`src/rtl/tau_settle_monitor.sv`:
```
// Measures the 63% crossing index and (optionally) the settling index of a sampled step response.
// Settling measurement is compiled in when TAU_MON_SETTLE_EN is defined.
module tau_settle_monitor #(
    parameter int CNT_W   = 16,
    parameter int TIMEOUT = 16'hFFFF,
    parameter int TOL     = 2
) (
    input  logic             clk,
    input  logic             reset,
    input  logic             start,
    input  logic [6:0]       target,
    input  logic [6:0]       out_val,
    input  logic             sample_en,
    input  logic             ack,
    output logic             busy,
    output logic             done,
    output logic             timeout,
    output logic [CNT_W-1:0] t63,
    output logic [CNT_W-1:0] t_settle,
    output logic [2:0]       o_dbg_state
);

    // Handshake: start is sampled only in IDLE; done stays high with stable results
    // until ack is seen on a clock edge in DONE (ack beats a simultaneous start).
    typedef enum logic [2:0] {
        S_IDLE      = 3'd0,
        S_CAPTURE   = 3'd1,
        S_TRACK63   = 3'd2,
        S_TRACK_SET = 3'd3,
        S_DONE      = 3'd4
    } state_t;

    localparam logic [CNT_W-1:0] TMO_CNT = CNT_W'(TIMEOUT);
    localparam logic [CNT_W-1:0] ALL1    = '1;

    state_t            r_state;
    logic              r_busy;
    logic              r_done;
    logic              r_timeout;
    logic [CNT_W-1:0]  r_cnt;
    logic [CNT_W-1:0]  r_t63;
    logic [6:0]        r_target;
    logic [6:0]        r_thr;
    logic              r_rising;

    logic [CNT_W-1:0]  w_cnt_nxt;
    logic              w_tmo_hit;
    logic signed [7:0] w_delta;
    logic signed [15:0] w_prod;
    logic [6:0]        w_thr;
    logic              w_cross;

    assign w_cnt_nxt = r_cnt + CNT_W'(1);
    assign w_tmo_hit = (w_cnt_nxt == TMO_CNT);
    assign w_delta   = $signed({1'b0, r_target}) - $signed({1'b0, out_val});
    // 161/256 ~= 1 - 1/e; the arithmetic shift floors for negative swings.
    assign w_prod    = 16'(w_delta) * 16'sd161;
    assign w_thr     = out_val + 7'(w_prod >>> 8);
    assign w_cross   = r_rising ? (out_val >= r_thr) : (out_val <= r_thr);

`ifdef TAU_MON_SETTLE_EN
    logic [CNT_W-1:0]  r_t_settle;
    logic [7:0]        w_absdiff;
    logic              w_in_band;

    assign w_absdiff = (out_val >= r_target) ? {1'b0, out_val - r_target}
                                             : {1'b0, r_target - out_val};
    assign w_in_band = (w_absdiff <= 8'(TOL));
    assign t_settle  = r_t_settle;
`else
    logic w_tol_unused;
    assign w_tol_unused = (TOL != 0);
    assign t_settle     = '0;
`endif

    always_ff @(posedge clk or posedge reset) begin
        if (reset) begin
            r_state    <= S_IDLE;
            r_busy     <= 1'b0;
            r_done     <= 1'b0;
            r_timeout  <= 1'b0;
            r_cnt      <= '0;
            r_t63      <= '0;
            r_target   <= '0;
            r_thr      <= '0;
            r_rising   <= 1'b0;
`ifdef TAU_MON_SETTLE_EN
            r_t_settle <= '0;
`endif
        end else begin
            case (r_state)
                S_IDLE: begin
                    if (start) begin
                        r_target   <= target;
                        r_cnt      <= '0;
                        r_timeout  <= 1'b0;
                        r_t63      <= '0;
`ifdef TAU_MON_SETTLE_EN
                        r_t_settle <= '0;
`endif
                        r_busy     <= 1'b1;
                        r_state    <= S_CAPTURE;
                    end
                end
                S_CAPTURE: begin
                    if (sample_en) begin
                        r_thr    <= w_thr;
                        r_rising <= ~w_delta[7];
                        if (w_delta == 8'sd0) begin
                            r_busy  <= 1'b0;
                            r_done  <= 1'b1;
                            r_state <= S_DONE;
                        end else begin
                            r_state <= S_TRACK63;
                        end
                    end
                end
                S_TRACK63: begin
                    if (sample_en) begin
                        r_cnt <= w_cnt_nxt;
                        if (w_cross) begin
                            r_t63 <= w_cnt_nxt;
`ifdef TAU_MON_SETTLE_EN
                            if (w_in_band) begin
                                r_t_settle <= w_cnt_nxt;
                                r_busy     <= 1'b0;
                                r_done     <= 1'b1;
                                r_state    <= S_DONE;
                            end else if (w_tmo_hit) begin
                                r_t_settle <= ALL1;
                                r_timeout  <= 1'b1;
                                r_busy     <= 1'b0;
                                r_done     <= 1'b1;
                                r_state    <= S_DONE;
                            end else begin
                                r_state <= S_TRACK_SET;
                            end
`else
                            r_busy  <= 1'b0;
                            r_done  <= 1'b1;
                            r_state <= S_DONE;
`endif
                        end else if (w_tmo_hit) begin
                            r_t63      <= ALL1;
`ifdef TAU_MON_SETTLE_EN
                            r_t_settle <= ALL1;
`endif
                            r_timeout  <= 1'b1;
                            r_busy     <= 1'b0;
                            r_done     <= 1'b1;
                            r_state    <= S_DONE;
                        end
                    end
                end
`ifdef TAU_MON_SETTLE_EN
                S_TRACK_SET: begin
                    if (sample_en) begin
                        r_cnt <= w_cnt_nxt;
                        if (w_in_band) begin
                            r_t_settle <= w_cnt_nxt;
                            r_busy     <= 1'b0;
                            r_done     <= 1'b1;
                            r_state    <= S_DONE;
                        end else if (w_tmo_hit) begin
                            r_t_settle <= ALL1;
                            r_timeout  <= 1'b1;
                            r_busy     <= 1'b0;
                            r_done     <= 1'b1;
                            r_state    <= S_DONE;
                        end
                    end
                end
`endif
                S_DONE: begin
                    if (ack) begin
                        r_done  <= 1'b0;
                        r_state <= S_IDLE;
                    end
                end
                default: begin
                    r_busy  <= 1'b0;
                    r_done  <= 1'b0;
                    r_state <= S_IDLE;
                end
            endcase
        end
    end

    assign busy        = r_busy;
    assign done        = r_done;
    assign timeout     = r_timeout;
    assign t63         = r_t63;
    assign o_dbg_state = r_state;

endmodule
```
`config.mk`:
```
export PLATFORM = sky130hd
export DESIGN_NAME = tau_settle_monitor
export DESIGN_NICKNAME = d
export VERILOG_FILES = /design/src/rtl/tau_settle_monitor.sv
export SDC_FILE = /design/constraint.sdc
export NUM_CORES = 1
export LEC_CHECK = 0
export CAP_MARGIN = 20
export CORE_UTILIZATION = 40
export DETAILED_ROUTE_END_ITERATION = 10
export MAX_ROUTING_LAYER = met4
export PLACE_DENSITY = 0.71
export SYNTH_ARGS = -nofsm -noshare
export SYNTH_HDL_FRONTEND = slang
export SYNTH_SLANG_ARGS = --single-unit
```
`constraint.sdc`:
```
create_clock -name clk -period 7.4 [get_ports clk]
set_clock_uncertainty 0.2 [all_clocks]
set_input_delay 1.85 -clock clk [delete_from_list [all_inputs] [get_ports clk]]
set_output_delay 1.85 -clock clk [all_outputs]
set_load 0.1 [all_outputs]
```
==> run summary, run 1 <==
status: finished, final reports clean
Die Span Y: 107 µm
Routed Antenna Nets: 0
post-synth top area cell: dfrtp_1
Tcrit/Tclk final: 95.9%
core area: 10500 µm²
fin cells: 646
Worst Setup Start Kind: input pin
Yosys cell types: 60
HPWL after DPL: 7.33 mm
DIE AREA: 11400 µm²
Clock Sinks: 53
gr usage total: 17.8%
Yosys warnings: 0
Cells after Synth: 469
pin count of the biggest net entering global routing: 54
Crit path required time: 7.37 ns
WL/cell: 14.4 µm
Hold WS: 0.302 ns
worst-margin pin slew: 0.979 ns
register area: 1330 µm²
setup TNS: 0 ns
Syn Area/Cell: 9.39 µm²
drt first pass iters: 4
Hold Fails Final Rpt: 0
Fill cells: 982
Final GP Congestion: 0.867
CP startpoint: out_val[0]
Reg clk slew, reported paths: 0.10 ns
clock buffer depth: 2
Post-Syn Area: 4410 µm²
number of flops mapped to enable cells by yosys: 0
min-delay worst type: flop to flop
Routed WL: 9.32 mm
Initial Util: 41.9%
Critical R2R Capture: r_thr[6]$_DFFE_PP0P_
final-report setup violation count: 0
reg-to-reg setup timing slack: 1.88 ns
DR vias/cell: 5.19
Synth top cells by count: 53 x dfrtp_1, 49 x ha_1, 47 x inv_1, 37 x nor2_1, 28 x nand2_1
Main synth FF type: dfrtp_1
Final Util: 47.7%
Final Max Tran Viols: 0
post-synthesis sequential area ratio: 30.1%
Skew-Pair Late Insertion Delay: 0.31 ns
timing endpoint of the critical path: r_thr[6]$_DFFE_PP0P_
Area Overhead vs Synth: 13.9%
DR vias: 3350
row count: 37
IO buf count: 40
CTS Buf Count: 5
CTS tree: done
MaxCap Viol Count: 0
R2R Path Start: r_target[0]$_DFFE_PP0P_
DR iter-0 viols: 166
first-pass GRT wire length: 15.8 mm
GRT overflow: 0
clock root cell: clkbuf_8
H-tree levels: 2
nets@finish: 584
Multi-input gate area: 2730 µm²
dpl cells: 638
Crit Path Max Fanout: 4
top cells by area, synth: dfrtp_1 30%, ha_1 14%, mux2_2 6.6%, inv_1 4.0%, xnor2_1 3.6%
initial antenna violation count: 0
share of cells above drive strength 1: 12.4%
worst r2r path cells: 26
Arr. time, crit path: 7.06 ns
min Tclk post-route: 7.10 ns
I/O pin cnt: 57
DRC: 0
top-count cell post-synth: dfrtp_1
Slew HR: 34.5%
Die X: 107 µm
Yosys reg bits: 53
Worst Setup End Kind: flop
ANT cells: 0
post-synth top area share: 30.1%
Max Freq: 141 MHz
Post-synth ARST share: 100%
RSZ-0062 raised after global routing: false
WS Path Type: input pin to flop
vias in the first global route: 3227
critical path: stages:
cell and delay (ns):
clkdlybuf4s50_1 0.48, ha_1 0.15, inv_1 0.05, fa_1 0.41
a211oi_1 0.30, o31ai_1 0.12, a21oi_1 0.18, xor2_1 0.23
inv_1 0.09, ha_1 0.28, inv_1 0.05, fa_1 0.51
inv_1 0.05, ha_1 0.29, ha_1 0.29, ha_1 0.35
inv_1 0.07, o21bai_1 0.07, a21oi_1 0.19, xnor2_1 0.14
ha_1 0.28, a21oi_1 0.12, o21ai_0 0.10, xnor2_1 0.19
xnor2_1 0.13, o21ai_0 0.08
sequential cells by signal (all words and copies together) (netlist names):
name	count
timeout	1
busy	1
r_target	7
r_thr	7
r_rising	1
o_dbg_state	3
t63	16
done	1
r_cnt	16
how the worst min path moves through the flow:
stage	startpoint	to	slack, ns	cells after the start
floorplan	r_thr[3]$_DFFE_PP0P_	r_thr[3]$_DFFE_PP0P_	0.25	2
global placement	r_thr[6]$_DFFE_PP0P_	r_thr[6]$_DFFE_PP0P_	0.26	2
detailed placement	r_thr[5]$_DFFE_PP0P_	r_thr[5]$_DFFE_PP0P_	0.28	2
CTS	r_thr[5]$_DFFE_PP0P_	r_thr[5]$_DFFE_PP0P_	0.30	2
global route	r_thr[5]$_DFFE_PP0P_	r_thr[5]$_DFFE_PP0P_	0.33	2
finish	r_thr[6]$_DFFE_PP0P_	r_thr[6]$_DFFE_PP0P_	0.30	2
final cells by class:
| cell class | count | area share, % |
|---|---|---|
| Clock buffer | 5 | 1.37 |
| Clock inverter | 3 | 0.873 |
| Inverter | 47 | 3.52 |
| Multi-Input combinational cell | 349 | 54.5 |
| Sequential cell | 53 | 26.4 |
| Tap cell | 136 | 3.39 |
| Timing Repair Buffer | 53 | 9.93 |
layout by cell type (no fill, tap or decap), drive strengths merged, types with 3 or more instances in the layout:
| cell | instances |
|---|---|
| a21oi | 21 |
| nand4 | 3 |
| nor3b | 5 |
| o31ai | 4 |
| o211ai | 3 |
| clkbuf | 5 |
| xor2 | 16 |
| o21ai | 26 |
| mux2 | 27 |
| inv | 48 |
| buf | 13 |
| fa | 7 |
| xnor2 | 18 |
| a211oi | 4 |
| a21o | 5 |
| nand3 | 13 |
| clkdlybuf4s50 | 40 |
| o21bai | 4 |
| nor2b | 4 |
| a31oi | 3 |
| nor2 | 37 |
| nand2 | 28 |
| dfrtp | 53 |
| nand2b | 3 |
| o32a | 3 |
| conb | 16 |
| nor3 | 5 |
| nor4 | 6 |
| ha | 49 |
| mux2i | 10 |
| o21a | 4 |
kinds of logic (layout without fill, tap and decap cells):
family | Yosys count | in the layout | share of synthesized area, %
adder cells (fa/ha/maj) | 56 | 56 | 17.1
flip-flops | 53 | 53 | 30.1
multiplexers | 37 | 37 | 9.26
AND/OR/NAND/NOR | 117 | 117 | 14.3
XOR/XNOR | 34 | 34 | 6.76
other | 1 | 16 | 0.0851
buffers and inverters | 82 | 108 | 9.46
AO/OA/AOI/OAI | 89 | 89 | 13.0
stage by stage:
stage	cell area (µm²)	setup WS (ns)
CTS	5010	0.295
global route	5020	0.00480
finish	5020	0.303
detailed placement	4900	-0.0289
global placement	4900	0.115
floorplan	4460	0.778
per-layer routing:
metal  vias to the layer above  part of all wire, %  track usage [%]  wire [µm]
met5                         -                    0                -          0
met4                         0                  1.5             3.82        137
met3                        12                  2.5             2.43        232
met2                        63                   49             28.9       4540
met1                      1606                   47             23.6       4410
li1                       1669                    -                -          -
what timing repair did:
action,CTS,global route
resized for setup,0,1
buffers inserted,0,0
hold buffers,0,0
endpoints found under the hold margin,0,0
setup endpoints to repair,0,1
Power of run 1 is left out: the tool's default activity adds up to more than one toggle a clock period on the data nets, which glitch-free logic cannot reach.
==> inputs of run 2 (changes only) <==
--- a/config.mk
+++ b/config.mk
@@ -6,10 +6,10 @@
 export NUM_CORES = 1
 export LEC_CHECK = 0
 export CAP_MARGIN = 20
-export CORE_UTILIZATION = 40
+export CORE_UTILIZATION = 57
 export DETAILED_ROUTE_END_ITERATION = 10
 export MAX_ROUTING_LAYER = met4
-export PLACE_DENSITY = 0.71
+export PLACE_DENSITY = 0.92
 export SYNTH_ARGS = -nofsm -noshare
 export SYNTH_HDL_FRONTEND = slang
 export SYNTH_SLANG_ARGS = --single-unit
==> run 2 against run 1 <==
Sequential share of layout area grew 0.16 points. Wire length up 6.6%. Maximum frequency is 2.2% lower. Via count grew 7.1%. Flip-flop and latch count unchanged. Register-to-register slack worse by 0.16 ns. Critical path depth is the same. Count of clock-buffer cells in the layout unchanged.
==> run summary, run 2 (synthesis results as in run 1) <==
IO buf count: 40
min Tclk post-route: 7.26 ns
clock root cell: clkbuf_8
drt first pass iters: 5
Die X: 89.9 µm
Slew HR: 32.9%
H-tree levels: 2
MaxCap Viol Count: 0
nets@finish: 584
Worst Setup End Kind: flop
core area: 7370 µm²
CTS tree: done
min-delay worst type: flop to flop
pin count of the biggest net entering global routing: 54
DP Worst Slack: -0.154 ns
I/O pin cnt: 57
most frequent cells in the layout: 53 x dfrtp_1, 49 x ha_1, 46 x inv_1
Reg clk slew, reported paths: 0.10 ns
first-pass GRT wire length: 17.0 mm
Arr. time, crit path: 7.23 ns
Skew-Pair Late Insertion Delay: 0.31 ns
HPWL after DPL: 7.47 mm
Max Freq: 138 MHz
row count: 31
worst-margin pin slew: 1.00 ns
ANT cells: 0
DR vias: 3588
final worst slack: 0.145 ns
Initial Util: 59.8%
vias in the first global route: 3748
Area Overhead vs Synth: 13.2%
DR iter-0 viols: 208
hold_buf cts: 0
Clock Sinks: 53
Worst Setup Start Kind: input pin
share of cells above drive strength 1: 12.5%
Routed Antenna Nets: 0
status: finished, final reports clean
Routed WL: 9.94 mm
Tcrit/Tclk final: 98.0%
Final Max Tran Viols: 0
commonest non-fill, non-tap cell in the layout: dfrtp_1
setup TNS: 0 ns
Die Span Y: 89.9 µm
gr usage total: 26.6%
Final GP Congestion: 0.940
WS Path Type: input pin to flop
Hold Fails Final Rpt: 0
DR vias/cell: 5.89
initial antenna violation count: 0
DRC: 0
Crit Path Max Fanout: 4
GRT overflow: 0
finished layout cell area: 4990 µm²
clock buffer depth: 2
CTS Buf Count: 5
Placed Area: 4830 µm²
final-report setup violation count: 0
DIE AREA: 8080 µm²
Crit path required time: 7.37 ns
WL/cell: 16.3 µm
==> run 2: metrics by stage <==
step           util, %  std cells  hold slack [ns]
2_1_floorplan        -        484            0.250
6_report          67.7        609            0.294
4_1_cts           67.1        607            0.298
5_1_grt           67.7        609            0.329
3_5_place_dp      65.6        599            0.277
3_3_place_gp      65.6        599            0.260
==> run 2: routing by layer <==
layer,GRT usage (%),share of wire (%),wire [µm]
met5,-,0,0
met4,11.8,2.5,253
met3,3.55,5.4,537
met2,46.1,50,5010
met1,31.0,42,4140
==> run 2: critical path, cell delays in order <==
cell and delay (ns):
clkdlybuf4s50_1 0.48, ha_1 0.14, inv_1 0.05, fa_1 0.41, a211oi_2 0.24, o31ai_1 0.10, a21oi_1 0.19, xor2_1 0.25
inv_1 0.14, ha_1 0.30, inv_1 0.05, fa_1 0.50, inv_1 0.04, ha_1 0.30, ha_1 0.31, ha_1 0.36
inv_1 0.08, o21bai_1 0.07, a21oi_1 0.18, xnor2_1 0.15, ha_1 0.30, a21oi_1 0.16, o21ai_1 0.12, xnor2_1 0.21
xnor2_1 0.15, o21ai_0 0.09
==> run 2: path summary, 6_finish.rpt <==
check	depth (start not counted)	slack, ns	from	end
worst max-delay path	26	0.14	out_val[0]	r_thr[6]$_DFFE_PP0P_
worst min-delay path	1	0.29	busy$_DFFE_PP0P_	busy$_DFFE_PP0P_
worst max register to register	26	1.72	r_target[0]$_DFFE_PP0P_	r_thr[6]$_DFFE_PP0P_
worst min register to register	1	0.29	busy$_DFFE_PP0P_	busy$_DFFE_PP0P_
max in group asynchronous	3	4.87	reset	r_cnt[1]$_DFFE_PP0P_
min in group asynchronous	2	1.61	reset	t63[8]$_DFFE_PP0P_
==> run 2: layout make-up <==
type / count / area, µm²
clock buffers: 5 / 68.8
flip-flops and latches: 53 / 1330
clock inverters: 3 / 43.8
multi-input cells: 349 / 2740
repair buffers: 53 / 510
well taps: 99 / 124
fillers: 542 / 2380
inverters: 47 / 176
==> run 2: what timing repair did <==
item                                    CTS  global route
buffers inserted                          0             1
resized for setup                         0             6
endpoints found under the setup margin    0             1
Power of run 2 is left out for the same reason.
==> inputs of run 3 (changes only) <==
--- a/config.mk
+++ b/config.mk
@@ -6,10 +6,12 @@
 export NUM_CORES = 1
 export LEC_CHECK = 0
 export CAP_MARGIN = 20
-export CORE_UTILIZATION = 57
+export CORE_UTILIZATION = 60
 export DETAILED_ROUTE_END_ITERATION = 10
+export DONT_BUFFER_PORTS = 1
+export GPL_ROUTABILITY_DRIVEN = 0
 export MAX_ROUTING_LAYER = met4
-export PLACE_DENSITY = 0.92
+export PLACE_DENSITY = 0.86
 export SYNTH_ARGS = -nofsm -noshare
 export SYNTH_HDL_FRONTEND = slang
 export SYNTH_SLANG_ARGS = --single-unit
==> run 3 against run 2 <==
Register-to-register slack gained 0.02 ns. Non-clock buffer count shrank 47. Cell count shrank 8.4%. Count of clock-buffer cells in the layout grew 2. Die area shrank 4.9%. Setup slack gained 0.43 ns. Critical path depth shrank 3. Worst hold slack gained 0.0078 ns. First-iteration DRC count grew 9.1%. Final area shrank 9.8%.
==> run summary, run 3 (synthesis results as in run 1) <==
Crit path top cell by count: ha_1
cell family with most CP delay: adder cells
Slew HR: 24.0%
Crit path required time: 7.38 ns
setup bufs post-CTS: 0
min-delay worst type: flop to flop
min Tclk post-route: 6.82 ns
status: finished, final reports clean
I/O pin cnt: 57
worst r2r path cells: 26
CTS Buf Count: 5
Area Overhead vs Synth: 2.13%
CTS tree: done
R2R Path Start: r_target[0]$_DFFE_PP0P_
Clock Sinks: 53
Max Freq: 147 MHz
DR vias: 3237
Crit Path Max Fanout: 6
Routed WL: 8.71 mm
Skew-Pair Late Insertion Delay: 0.31 ns
Die Span Y: 87.7 µm
row count: 30
HPWL after DPL: 6.66 mm
Routed Antenna Nets: 0
nets@finish: 537
Multi-input gate area: 2730 µm²
CP max stage delay: 0.60 ns
Reg clk slew, reported paths: 0.09 ns
register area: 1330 µm²
DIE AREA: 7690 µm²
Hold Fails Final Rpt: 0
Die X: 87.7 µm
RSZ-0062 raised after global routing: false
WL/cell: 15.6 µm
min-delay src: r_thr[3]$_DFFE_PP0P_
Crit-path slowest cell: a211oi_1
most frequent cells in the layout: 53 x dfrtp_1, 49 x ha_1, 46 x inv_1
share of cells above drive strength 1: 11.5%
worst hold path endpoint: r_thr[3]$_DFFE_PP0P_
DRC: 0
DR iter-0 viols: 227
DR vias/cell: 5.80
IO buf count: 0
Tcrit/Tclk final: 92.2%
commonest non-fill, non-tap cell in the layout: dfrtp_1
worst-margin pin slew: 1.14 ns
setup TNS: 0 ns
WS Path Type: input pin to flop
clock buffer depth: 2
MaxCap Viol Count: 0
Final Max Tran Viols: 0
Worst Setup End Kind: flop
vias in the first global route: 3115
Arr. time, crit path: 6.80 ns
clock root cell: clkbuf_8
hold path cells: 2
GRT overflow: 0
Fill cells: 570
initial antenna violation count: 0
final-report setup violation count: 0
reg-to-reg setup timing slack: 1.74 ns
crit-path cells: inv_1 > ha_1 > o21ai_0 > a2111oi_0 > a211oi_1 > inv_1 > ha_1 > ha_1 > inv_1 > fa_1 > inv_1 > ha_1 > ha_1 > a21oi_1 > o21bai_1 > a21oi_1 > xnor2_1 > ha_1 > a21oi_1 > o21ai_0 > xnor2_1 > xnor2_1 > o21ai_0
CTS resizes: 0
ANT cells: 0
Initial Util: 63.4%
Crit path buffers/inverters: 4
hold_buf cts: 0
Critical R2R Capture: r_thr[6]$_DFFE_PP0P_
gr usage total: 25.5%
H-tree levels: 2
core area: 6940 µm²
first-pass GRT wire length: 14.7 mm
drt first pass iters: 5
Worst Setup Start Kind: input pin
pin count of the biggest net entering global routing: 54
==> run 3: cell types whose count changed in the layout (fill, tap and decap cells not counted), moves of 2 or more <==
cell / delta
clkdlybuf4s50_1: -40
buf_4: -7
o21ai_0: +3
o21ai_1: -3
a211oi_1: +2
a211oi_2: -2
==> run 3: worst max-delay path by stage <==
stage,startpoint,end,slack (ns),cells past startpoint
after floorplan,out_val[0],r_thr[6]$_DFFE_PP0P_,0.78,25
after detailed placement,out_val[2],r_thr[6]$_DFFE_PP0P_,0.23,23
final,out_val[2],r_thr[6]$_DFFE_PP0P_,0.58,23
after global placement,out_val[2],r_thr[6]$_DFFE_PP0P_,0.44,23
after CTS,out_val[2],r_thr[6]$_DFFE_PP0P_,0.58,23
after global routing,out_val[2],r_thr[6]$_DFFE_PP0P_,0.09,23
==> run 3: final cells by class <==
class | instances | area share, %
Inverter | 47 | 3.92
Multi-Input combinational cell | 349 | 60.6
Timing Repair Buffer | 6 | 1.45
Sequential cell | 53 | 29.5
Tap cell | 96 | 2.67
Clock buffer | 7 | 1.92
==> run 3: worst register-to-register path, delay by kind of cell (launching register included) <==
family	cells	cell delay, ns
adder cells (fa/ha/maj)	8	2.57
AO/OA/AOI/OAI	8	1.21
XOR/XNOR	4	0.74
buffers and inverters	6	0.47
flip-flops	1	0.36
==> run 3: through the flow <==
step                hold slack, ns  util (%)  cell area, µm²  std cells  setup slack (ns)
floorplan                    0.250         -            4460        484             0.778
global placement             0.274      63.2            4390        550             0.441
detailed placement           0.285      63.2            4390        550             0.231
CTS                          0.306      64.4            4470        557             0.579
global route                 0.321      64.8            4500        558            0.0919
finish                       0.302      64.8            4500        558             0.577
==> run 3: layer usage <==
metal / vias to the layer above / wire length, µm / track usage [%]
met5: - / 0 / -
met4: 0 / 105 / 7.30
met3: 10 / 372 / 3.68
met2: 86 / 4080 / 40.6
met1: 1566 / 4150 / 33.9
li1: 1575 / - / -
Power of run 3 is left out for the same reason.
